<file path="config.mk">
export PLATFORM = sky130hd
export DESIGN_NAME = div_unit
export DESIGN_NICKNAME = d
export VERILOG_FILES = /design/src/rtl/div_unit.sv
export SDC_FILE = /design/constraint.sdc
export NUM_CORES = 1
export LEC_CHECK = 0
export ABC_AREA = 0
export CELL_PAD_IN_SITES_DETAIL_PLACEMENT = 1
export CELL_PAD_IN_SITES_GLOBAL_PLACEMENT = 1
export CORE_UTILIZATION = 42
export CTS_CLUSTER_SIZE = 16
export DETAILED_ROUTE_END_ITERATION = 6
export GPL_TIMING_DRIVEN = 0
export PLACE_DENSITY_LB_ADDON = 0.1
export SYNTH_ARGS = -nofsm -noshare
export SYNTH_HDL_FRONTEND = slang
export SYNTH_SLANG_ARGS = --single-unit
</file>
<file path="constraint.sdc">
create_clock -name clk -period 3.75 [get_ports clk]
set_input_delay 0.9375 -clock clk [delete_from_list [all_inputs] [get_ports clk]]
set_output_delay 0.9375 -clock clk [all_outputs]
set_load 0.02 [all_outputs]
</file>
<file path="src/rtl/div_unit.sv">
`default_nettype none
// +----------------------------------------------------------------------+
// | div_unit: iterative RV32M DIV/DIVU/REM/REMU restoring divider.       |
// | Signed ops are built only when DIV_SIGNED_EN is defined.   Rev 1.0   |
// +----------------------------------------------------------------------+
module div_unit #(
  parameter int word_width = 32
) (
  input  logic                  clk,
  input  logic                  reset,
  input  logic                  start,
  input  logic [1:0]            op,
  input  logic [word_width-1:0] dividend,
  input  logic [word_width-1:0] divisor,
  output logic                  busy,
  output logic                  wren,
  output logic [word_width-1:0] data_out
);

  localparam int c_cnt_w = (word_width > 1) ? $clog2(word_width) : 1;
  localparam logic [c_cnt_w-1:0] c_last = c_cnt_w'(word_width - 1);

  typedef enum logic [1:0] {
    S_IDLE  = 2'd0,
    S_CALC  = 2'd1,
    S_FIXUP = 2'd2,
    S_DONE  = 2'd3
  } state_t;

  state_t                state_q, state_d;
  logic [c_cnt_w-1:0]    cnt_q, cnt_d;
  logic                  op_rem_q, op_rem_d;
  logic                  div_zero_q, div_zero_d;
  logic [word_width-1:0] dvd_orig_q, dvd_orig_d;
  logic [word_width-1:0] dvs_mag_q, dvs_mag_d;
  logic [word_width-1:0] quo_q, quo_d;
  logic [word_width-1:0] rem_q, rem_d;
  logic                  busy_q, busy_d;
  logic                  wren_q, wren_d;
  logic [word_width-1:0] data_out_q, data_out_d;

  logic [word_width-1:0] w_dvd_mag;
  logic [word_width-1:0] w_dvs_mag;
  logic [word_width:0]   w_shift;
  logic [word_width:0]   w_trial;
  logic [word_width-1:0] w_quo_res;
  logic [word_width-1:0] w_rem_res;

`ifdef DIV_SIGNED_EN
  localparam logic [word_width-1:0] c_min = {1'b1, {(word_width-1){1'b0}}};

  logic quo_neg_q, quo_neg_d;
  logic rem_neg_q, rem_neg_d;
  logic ovf_q, ovf_d;
  logic w_is_signed;

  assign w_is_signed = ~op[0];
  assign w_dvd_mag   = (w_is_signed && dividend[word_width-1]) ? -dividend : dividend;
  assign w_dvs_mag   = (w_is_signed && divisor[word_width-1])  ? -divisor  : divisor;
`else
  logic unused_op0;

  assign unused_op0 = op[0];
  assign w_dvd_mag  = dividend;
  assign w_dvs_mag  = divisor;
`endif

  // One restoring step: the extra top bit of w_trial is the borrow.
  assign w_shift = {rem_q, quo_q[word_width-1]};
  assign w_trial = w_shift - {1'b0, dvs_mag_q};

  always_comb begin
    w_quo_res = quo_q;
    w_rem_res = rem_q;
`ifdef DIV_SIGNED_EN
    if (quo_neg_q) w_quo_res = -quo_q;
    if (rem_neg_q) w_rem_res = -rem_q;
    if (ovf_q) begin
      w_quo_res = c_min;
      w_rem_res = '0;
    end
`endif
    if (div_zero_q) begin
      w_quo_res = '1;
      w_rem_res = dvd_orig_q;
    end
  end

  always_comb begin
    state_d    = state_q;
    cnt_d      = cnt_q;
    op_rem_d   = op_rem_q;
    div_zero_d = div_zero_q;
    dvd_orig_d = dvd_orig_q;
    dvs_mag_d  = dvs_mag_q;
    quo_d      = quo_q;
    rem_d      = rem_q;
    busy_d     = busy_q;
    wren_d     = 1'b0;
    data_out_d = data_out_q;
`ifdef DIV_SIGNED_EN
    quo_neg_d  = quo_neg_q;
    rem_neg_d  = rem_neg_q;
    ovf_d      = ovf_q;
`endif

    case (state_q)
      S_IDLE, S_DONE: begin
        if (start) begin
          state_d    = S_CALC;
          cnt_d      = '0;
          op_rem_d   = op[1];
          div_zero_d = (divisor == '0);
          dvd_orig_d = dividend;
          dvs_mag_d  = w_dvs_mag;
          quo_d      = w_dvd_mag;
          rem_d      = '0;
          busy_d     = 1'b1;
`ifdef DIV_SIGNED_EN
          quo_neg_d  = w_is_signed & (dividend[word_width-1] ^ divisor[word_width-1]);
          rem_neg_d  = w_is_signed & dividend[word_width-1];
          ovf_d      = w_is_signed && (dividend == c_min) && (divisor == '1);
`endif
        end else if (state_q == S_DONE) begin
          state_d = S_IDLE;
        end
      end

      S_CALC: begin
        if (!w_trial[word_width]) begin
          rem_d = w_trial[word_width-1:0];
          quo_d = {quo_q[word_width-2:0], 1'b1};
        end else begin
          rem_d = w_shift[word_width-1:0];
          quo_d = {quo_q[word_width-2:0], 1'b0};
        end
        cnt_d = cnt_q + c_cnt_w'(1);
        if (cnt_q == c_last) state_d = S_FIXUP;
      end

      S_FIXUP: begin
        data_out_d = op_rem_q ? w_rem_res : w_quo_res;
        wren_d     = 1'b1;
        busy_d     = 1'b0;
        state_d    = S_DONE;
      end

      default: state_d = S_IDLE;
    endcase
  end

  always_ff @(posedge clk) begin
    if (reset) begin
      state_q    <= S_IDLE;
      cnt_q      <= '0;
      op_rem_q   <= 1'b0;
      div_zero_q <= 1'b0;
      dvd_orig_q <= '0;
      dvs_mag_q  <= '0;
      quo_q      <= '0;
      rem_q      <= '0;
      busy_q     <= 1'b0;
      wren_q     <= 1'b0;
      data_out_q <= '0;
`ifdef DIV_SIGNED_EN
      quo_neg_q  <= 1'b0;
      rem_neg_q  <= 1'b0;
      ovf_q      <= 1'b0;
`endif
    end else begin
      state_q    <= state_d;
      cnt_q      <= cnt_d;
      op_rem_q   <= op_rem_d;
      div_zero_q <= div_zero_d;
      dvd_orig_q <= dvd_orig_d;
      dvs_mag_q  <= dvs_mag_d;
      quo_q      <= quo_d;
      rem_q      <= rem_d;
      busy_q     <= busy_d;
      wren_q     <= wren_d;
      data_out_q <= data_out_d;
`ifdef DIV_SIGNED_EN
      quo_neg_q  <= quo_neg_d;
      rem_neg_q  <= rem_neg_d;
      ovf_q      <= ovf_d;
`endif
    end
  end

  assign busy     = busy_q;
  assign wren     = wren_q;
  assign data_out = data_out_q;

endmodule
`default_nettype wire

</file>
* Word level (Yosys, flattened, before mapping) *
Cells that the tools add are included.

storage, ports and cells
  register bits after elaboration = 171

operators by class
  add/subtract/negate cells = 2
  equality and inequality tests = 7
  multiplexer cells = 18
  reductions and logical operators = 9

operators by type and width
  cell                                                             count
  32-bit two-way mux                                               6
  32-bit one-hot mux with 2 select lines                           2
  33-bit by 32-bit subtractor with 33-bit output                   1
  32-bit logical NOT                                               1
  5-bit one-hot mux with 2 select lines                            1
  2-bit AND reduction                                              4
  2-bit two-way mux                                                3
  2-bit one-hot mux with 3 select lines                            1
  5-bit by 1-bit adder with 5-bit output, second input constant    1
  5-bit == test, second input constant                             1
  5-bit two-way mux                                                1
  2-bit == test, second input constant                             2
  2-bit inequality test, second input constant                     2
  2-bit nonzero test                                               2
  1-bit two-way mux                                                3
  3-bit inequality test, second input constant                     1
  2-bit by 1-bit == test with 1-bit output, second input constant  1
  2-bit logical NOT                                                1
  1-bit one-hot mux with 2 select lines                            1
  2-bit OR reduction                                               1

* Logic depth before layout (Yosys ltp) *
Gate-level depths: netlist of the first run.

  depth in word-level cells = 4
  gate-level depth with buffers = 14
  gate-level depth less buffers = 12

* Least setup slack after synthesis of the first run *
Ideal clock, no wire load.

  path type = reg-to-reg
  start = register quo_q[31]
  end = register rem_q[10]
  library setup time = 0.122 ns
  data arrival time = 2.975 ns
  required time = 3.628 ns
  path slack = 0.653 ns
  cell stages (with the launch flop) = 14
  cells stage by stage = dfxtp_1 -> inv_1 -> ha_1 -> inv_1 -> fa_1 -> a21o_1 -> a221o_1 -> a22oi_2 -> a31oi_2 -> o31ai_4 -> a211o_4 -> nand2_2 -> buf_2 -> a221o_1

on the way
  longest elaborated chain between the ends = 3

RTL lines
  item                                            RTL line  RTL
  start, declared                                 36        logic [word_width-1:0] quo_q, quo_d;
  start signal, assigned                          177       quo_q <= quo_d;
  33-bit by 32-bit subtractor with 33-bit output  70        assign w_trial = w_shift - {1'b0, dvs_mag_q};
  32-bit two-way mux                              130       if (!w_trial[word_width]) begin
  32-bit one-hot mux with 2 select lines          107       case (state_q)
  end signal, assigned                            178       rem_q <= rem_d;
  end, declared                                   37        logic [word_width-1:0] rem_q, rem_d;

Every way passes these cells.
A chain may end at the register's enable or synchronous reset.

* Worst setup path in the final report of the first run *
  start = register quo_q[31]
  end = register rem_q[27]

Same word-level chain as after synthesis.

==> results of run 1 <==
==> layer usage <==
layer,up-vias,GRT usage [%],wire length [um]
li1,4398,-,-
met1,4378,37.0,14100
met2,181,50.2,15300
met3,37,3.31,1030
met4,0,7.73,556
met5,-,0,0
==> worst max-delay path: cells and delay by family (launching register included) <==
kind            cells  cell delay [ps]
flops               1              330
compound gates      7             1910
fa+ha+maj           2              600
simple gates        1              120
buf+inv             4              590
==> stage by stage <==
step / hold slack (ps) / setup WS (ps) / instance area (sq um)
global route: 469 / -25.8 / 11100
detailed placement: 449 / -25.8 / 10400
CTS: 459 / 9.97 / 11000
finish: 456 / 68.5 / 11100
global placement: 441 / 29.7 / 10400
floorplan: 436 / 653 / 9030
==> cell usage in the layout, fill, tap and decap left out, types with 6 or more instances in the layout <==
master           synthesis  routed
inv_1                   44      44
ha_1                    37      37
buf_4                    2       7
clkdlybuf4s50_1          0     100
a21o_1                  14      14
or3_1                    6       6
clkbuf_16                0      17
nor3_1                  52      52
nand4_1                  9       9
nor2_1                 127     127
nand3_1                  9       9
o211ai_1                25      25
buf_1                    7       7
o22ai_1                 33      33
dfxtp_1                171     171
and2_1                   6       6
inv_6                    0       6
a221o_1                 14      13
nor4_1                  10      10
clkbuf_1                67      67
mux2i_1                 33      33
xor2_1                  10      10
o21ai_0                 27      27
xnor2_1                 14      14
and3_1                   8       8
a211oi_1                38      38
nand2_1                199     199
a21oi_1                136     136
==> sequential cells by signal, summed over array words and instances (netlist names), 2 cells and up <==
name and flops:
data_out 32, dvd_orig_q 32, dvs_mag_q 32, quo_q 32, rem_q 32, cnt_q 5, state_q 2
==> worst paths after layout <==
| kind | cells after the start | start | slack (ps) | endpoint |
|---|---|---|---|---|
| worst min register to register | 2 | dvs_mag_q[23] | 460 | dvs_mag_q[23] |
| worst max register to register | 14 | quo_q[31] | 70 | rem_q[27] |
| worst min-delay path | 2 | dvs_mag_q[23] | 460 | dvs_mag_q[23] |
| worst max-delay path | 14 | quo_q[31] | 70 | rem_q[27] |
==> logic make-up after synthesis <==
group / count (synthesis) / synth area share, %
DFF: 171 / 37.9
and+or+nand+nor: 442 / 20.8
muxes: 33 / 3.66
buffers and inverters: 125 / 5.35
xor gates and xnor gates: 24 / 2.33
AOI/OAI and AO/OA: 341 / 24.6
adders and majority gates: 38 / 5.35
==> power by group <==
group	switching, uW	internal [uW]	leakage (uW)
clock	804	1130	0.000310
sequential	244	2170	0.00140
combinational	2100	1210	0.00239
total	3150	4500	0.00409
==> cells in the mapped netlist (all sizes together), types with 3 or more instances <==
cell	count	area, sq um
o21ai	32	160
a31o	3	26.3
a211o	4	43.8
and2	6	37.5
dfxtp	171	3420
nor2	127	477
nand3	9	45.0
xnor2	14	123
and3	8	50.1
o211ai	25	188
nand2b	5	31.3
inv	44	165
o22ai	33	206
a32o	4	40.0
clkbuf	67	251
nor4	10	62.6
or3	6	37.5
nand2	200	753
nor3	52	260
buf	14	66.3
a221o	14	140
a22oi	4	35.0
o31ai	6	58.8
nand4	9	56.3
nor2b	5	31.3
a31oi	5	43.8
a211oi	39	298
mux2i	33	330
a21oi	136	681
a21boi	3	22.5
xor2	10	87.6
a21o	14	105
ha	37	463
o21a	5	37.5
==> cell type report <==
cell class / count / share of cell area (%)
Multi-Input combinational cell: 878 / 46.5
Sequential cell: 171 / 31.0
Timing Repair Buffer: 103 / 9.26
Clock buffer: 17 / 3.85
Tap cell: 275 / 3.11
Buffer: 81 / 2.94
Clock inverter: 14 / 1.88
Inverter: 44 / 1.49
==> what timing repair did <==
item,4_1_cts,5_1_grt
gates resized for setup,1,7
buffers inserted,0,3
pin swaps,1,2
setup endpoints to repair,21,27
cloned,0,0
==> flow_summary.yaml, run 1 <==
layout:
  nets: 1403
  finish.utilization_pct: 52.6
  nFillCells: 2631
  drive_gt1_share_pct: 4.05
  instances_no_fill: 1583
  diodes: 0
  seqCellArea_sq_um: 3420
  synthToLayoutAreaGrowth_pct: 22.5
  multi_input_area_sq_um: 5140
sta:
  finalSetupTns_ps: 0
  hold_violations: 0
  worst_pin_slew_ps: 852
  max_freq_ghz: 0.272
  relSlewSlack_pct: 43.2
  setup_viol: 0
  min_period_ps: 3680
  fin_worst_skew_ps: 12.4
  period_share_pct: 98.2
  maxSlewViolCount: 0
  rsz0062_at_grt: "yes"
drt:
  drc: 0
  dr.first_iter.drc_count: 503
  dr.pass1.iters: 5
  via_per_inst: 5.68
  drtAntennaViolNets: 0
  vias: 8994
  wl_um: 31000
  avgRoutedWirePerCell_um: 19.6
global_routing:
  grt_use_total_pct: 28.7
  grt_max_degree: 17
  grt_pass1_wl_um: 49100
  antenna_found_initial: 0
  gr-total-overflow: 0
  grt_pass1_vias: 9207
synthesis:
  syn_nets: 1281
  syn_area_per_cell_sq_um: 7.69
  synth.distinct_cells: 61
  syn_area_sq_um: 9030
  ys_ff_latch: 171
  synth_edf_count: 0
  synth_cells: 1174
  async_reset_ff_share_pct: 0
  yosysWarnings: 0
  synth_ff_type: "dfxtp_1"
  synth-seq-area-share_pct: 37.9
clock_network:
  cts-htree-levels: 4
  cts_inserted_buffers: 17
  cts_hold_buffers: 0
  cts_tree: "yes"
  path_clk_slew_ps: 70
  clock_tree.root_cell: "clkbuf_16"
  clock_path_buffers: 2
  numClockSinks: 171
  clkLatencyLatePin_ps: 440
hold_path:
  min_path_type: "reg2reg"
run:
  cap_violations: 0
floorplanning:
  num_rows: 53
  initial_core_util_pct: 42.9
  core-area_sq_um: 21000
  io_pins: 103
  die_h_um: 149
  die_area_sq_um: 22100
  die-width_um: 149
setup_path:
  cp-end-kind: "flop"
  path_class: "reg2reg"
  crit_path_max_fanout: 10
  cp_slowest_cell: "a221o_2"
  worstPathRequired_ps: 4060
  cp-start-kind: "flop"
  critical_path.max_stage_delay_ps: 420
  crit_chain: "inv_1, ha_1, inv_1, fa_1, a21o_1, a221o_2, a22oi_2, a31oi_4, o31ai_4, buf_4, a211o_4, nand2_2, buf_4, a221o_1"
  crit_arrival_ps: 3990
pwr:
  power_density_nw_per_um2: 692
  finalPower_uw: 7650
  vdd_drop_max_uv: 408
  p_leak_uw: 0.00409
place:
  port_buffers: 100
  dpl.hpwl_um: 24100
  dp.cells: 1549
  place.gp.congestion: 0.871
run_status:
  status: "completed"
(Power assumes the default switching activity.)
==> run 2, diff against run 1 <==
Settings changed: CORE_UTILIZATION 42 to 40.
==> run 2 against run 1 <==
The run now ends with DRC left. Global-route usage is 0.88 points lower. Design area is 0.99% lower. Clock skew is 0.53 ps higher. Hold slack worse by 1.3 ps. Register-to-register slack better by 30 ps. Final cell count is 0.25% higher. Combinational power hardly changed. Routed wire length is 2.1% higher. Utilization is 2.7 points lower. Sequential power hardly changed. Critical endpoint is now rem_q[22]. Largest power group unchanged. Highest routed layer unchanged.
==> flow_summary.yaml, run 2 (synthesis gave the netlist of run 1 again) <==
floorplanning:
  core-area_sq_um: 22000
  die_h_um: 152
  initial_core_util_pct: 41.1
  die_area_sq_um: 23200
  num_rows: 54
  die-width_um: 152
  io_pins: 103
drt:
  wl_um: 31600
  dr.first_iter.drc_count: 516
  drc: 8
  drtAntennaViolNets: 0
  dr.pass1.iters: 7
  via_per_inst: 5.70
  vias: 9039
  avgRoutedWirePerCell_um: 19.9
run:
  cap_violations: 0
clock_network:
  cts_tree: "yes"
  clock_path_buffers: 2
  cts-htree-levels: 4
  numClockSinks: 171
  clkLatencyLatePin_ps: 440
  path_clk_slew_ps: 70
  clock_tree.root_cell: "clkbuf_16"
  cts_inserted_buffers: 17
sta:
  maxSlewViolCount: 0
  fin_worst_skew_ps: 12.9
  setup_viol: 0
  hold_violations: 0
  min_period_ps: 3660
  max_freq_ghz: 0.274
  relSlewSlack_pct: 40.7
  worst_pin_slew_ps: 890
  period_share_pct: 97.5
hold_path:
  min_path_type: "reg2reg"
  worstHoldStart: "dvs_mag_q[12]"
  min_to: "dvs_mag_q[12]"
  holdPathStages: 2
setup_path:
  r2r_slack_ps: 90
  crit_path_max_fanout: 10
  worstPathRequired_ps: 4060
  r2r-start: "quo_q[31]"
  reg2reg_to: "rem_q[22]"
  crit_arrival_ps: 3970
  path_class: "reg2reg"
  cp-end-kind: "flop"
  rr_worst_depth: 15
  cp-start-kind: "flop"
pwr:
  power_density_nw_per_um2: 681
  power.share.clock_pct: 23.4
  vdd_drop_max_uv: 312
  p_int_uw: 4280
  p_sw_share_pct: 42.6
  pwr-share-comb_pct: 44.2
  p_leak_uw: 0.00404
  seq_power_share_pct: 32.4
  power.switching_uw: 3180
place:
  placed_area_sq_um: 10400
  dp.cells: 1554
  port_buffers: 100
  place.gp.congestion: 0.900
  dpl.hpwl_um: 24100
layout:
  nets: 1401
  layout_commonest_cell: "nand2_1"
  fin_area_sq_um: 10900
  finish.utilization_pct: 49.9
  final_cell_mix: "199 x nand2_1, 171 x dfxtp_1, 136 x a21oi_1"
  diodes: 0
  synthToLayoutAreaGrowth_pct: 21.2
  drive_gt1_share_pct: 3.83
  instances_no_fill: 1587
global_routing:
  gr-total-overflow: 0
  grt_use_total_pct: 27.8
  grt_max_degree: 17
  antenna_found_initial: 0
  grt_pass1_wl_um: 50500
  grt_pass1_vias: 9048
run_status:
  violations: "DRC"
  status: "finished with violations"
## run 2: changes by cell type in the layout (fill, tap and decap cells not counted), sizes merged
cell / previous run / this run
inv: 50 / 47
clkinvlp: 0 / 2
clkbuf: 85 / 87
bufinv: 4 / 1
buf: 16 / 14
clkinv: 4 / 7
## run 2: per-stage QoR
stage	setup TNS (ps)	worst slack [ps]	hold slack, ps	power [uW]
after CTS	0	61.0	457	7440
after global placement	0	61.0	441	5610
after detailed placement	0	11.9	448	5680
after floorplan	0	653	436	4640
after global routing	-96.9	-18.0	475	7930
final	0	93.9	455	7450
## run 2: how the worst max path moves through the flow
| stage | start | endpoint | slack, ps | depth (start not counted) |
|---|---|---|---|---|
| final | quo_q[31] | rem_q[22] | 90 | 15 |
| after global placement | quo_q[31] | rem_q[22] | 60 | 14 |
| after detailed placement | quo_q[31] | rem_q[15] | 10 | 14 |
| after global routing | quo_q[31] | rem_q[26] | -20 | 14 |
| after floorplan | quo_q[31] | rem_q[10] | 650 | 13 |
| after CTS | quo_q[31] | rem_q[15] | 60 | 14 |
## run 2: timing repair
item                                    4_1_cts  5_1_grt
hold buffers                                  0        0
resized for setup                             0        4
endpoints found under the setup margin        1       22
buffers inserted                              0        1
pin swaps                                     1        1
## run 2: power by group through the flow
stage / Combinational, uW / Sequential, uW / Clock, uW
2_1_floorplan: 2200 / 2440 / 0
3_3_place_gp: 3170 / 2440 / 0
3_5_place_dp: 3230 / 2450 / 0
4_1_cts: 3270 / 2410 / 1760
5_1_grt: 3640 / 2460 / 1830
6_report: 3300 / 2420 / 1740
## run 2: layout make-up
class                   count  area [sq um]
multi-input cells         878          5120
flip-flops and latches    171          3420
well taps                 280           350
clock buffers              19           433
fillers                  2752         11000
repair buffers            101          1010
clock inverters            13           120
inverters                  44           165
plain buffers              81           323
## run 2: metal layers
| metal | global-route usage, % | share of wire (%) | wire, um | vias to the layer above |
|---|---|---|---|---|
| met3 | 4.35 | 4.6 | 1440 | 41 |
| met2 | 45.7 | 46 | 14600 | 212 |
| met4 | 8.41 | 2.0 | 626 | 0 |
| met5 | 0 | 0 | 0 | - |
| met1 | 37.4 | 47 | 14900 | 4369 |
| li1 | - | - | - | 4417 |
## run 2: worst max-delay path, stage by stage, from the launching register on
cell and delay (ps):
dfxtp_1 330, inv_1 110, ha_1 190, inv_1 60, fa_1 410, a21o_1 230
a221o_2 410, a22oi_2 220, a31oi_2 200, o31ai_4 240, buf_4 190, a211oi_2 110
buf_4 230, buf_2 210, o211ai_1 260, o211ai_1 120
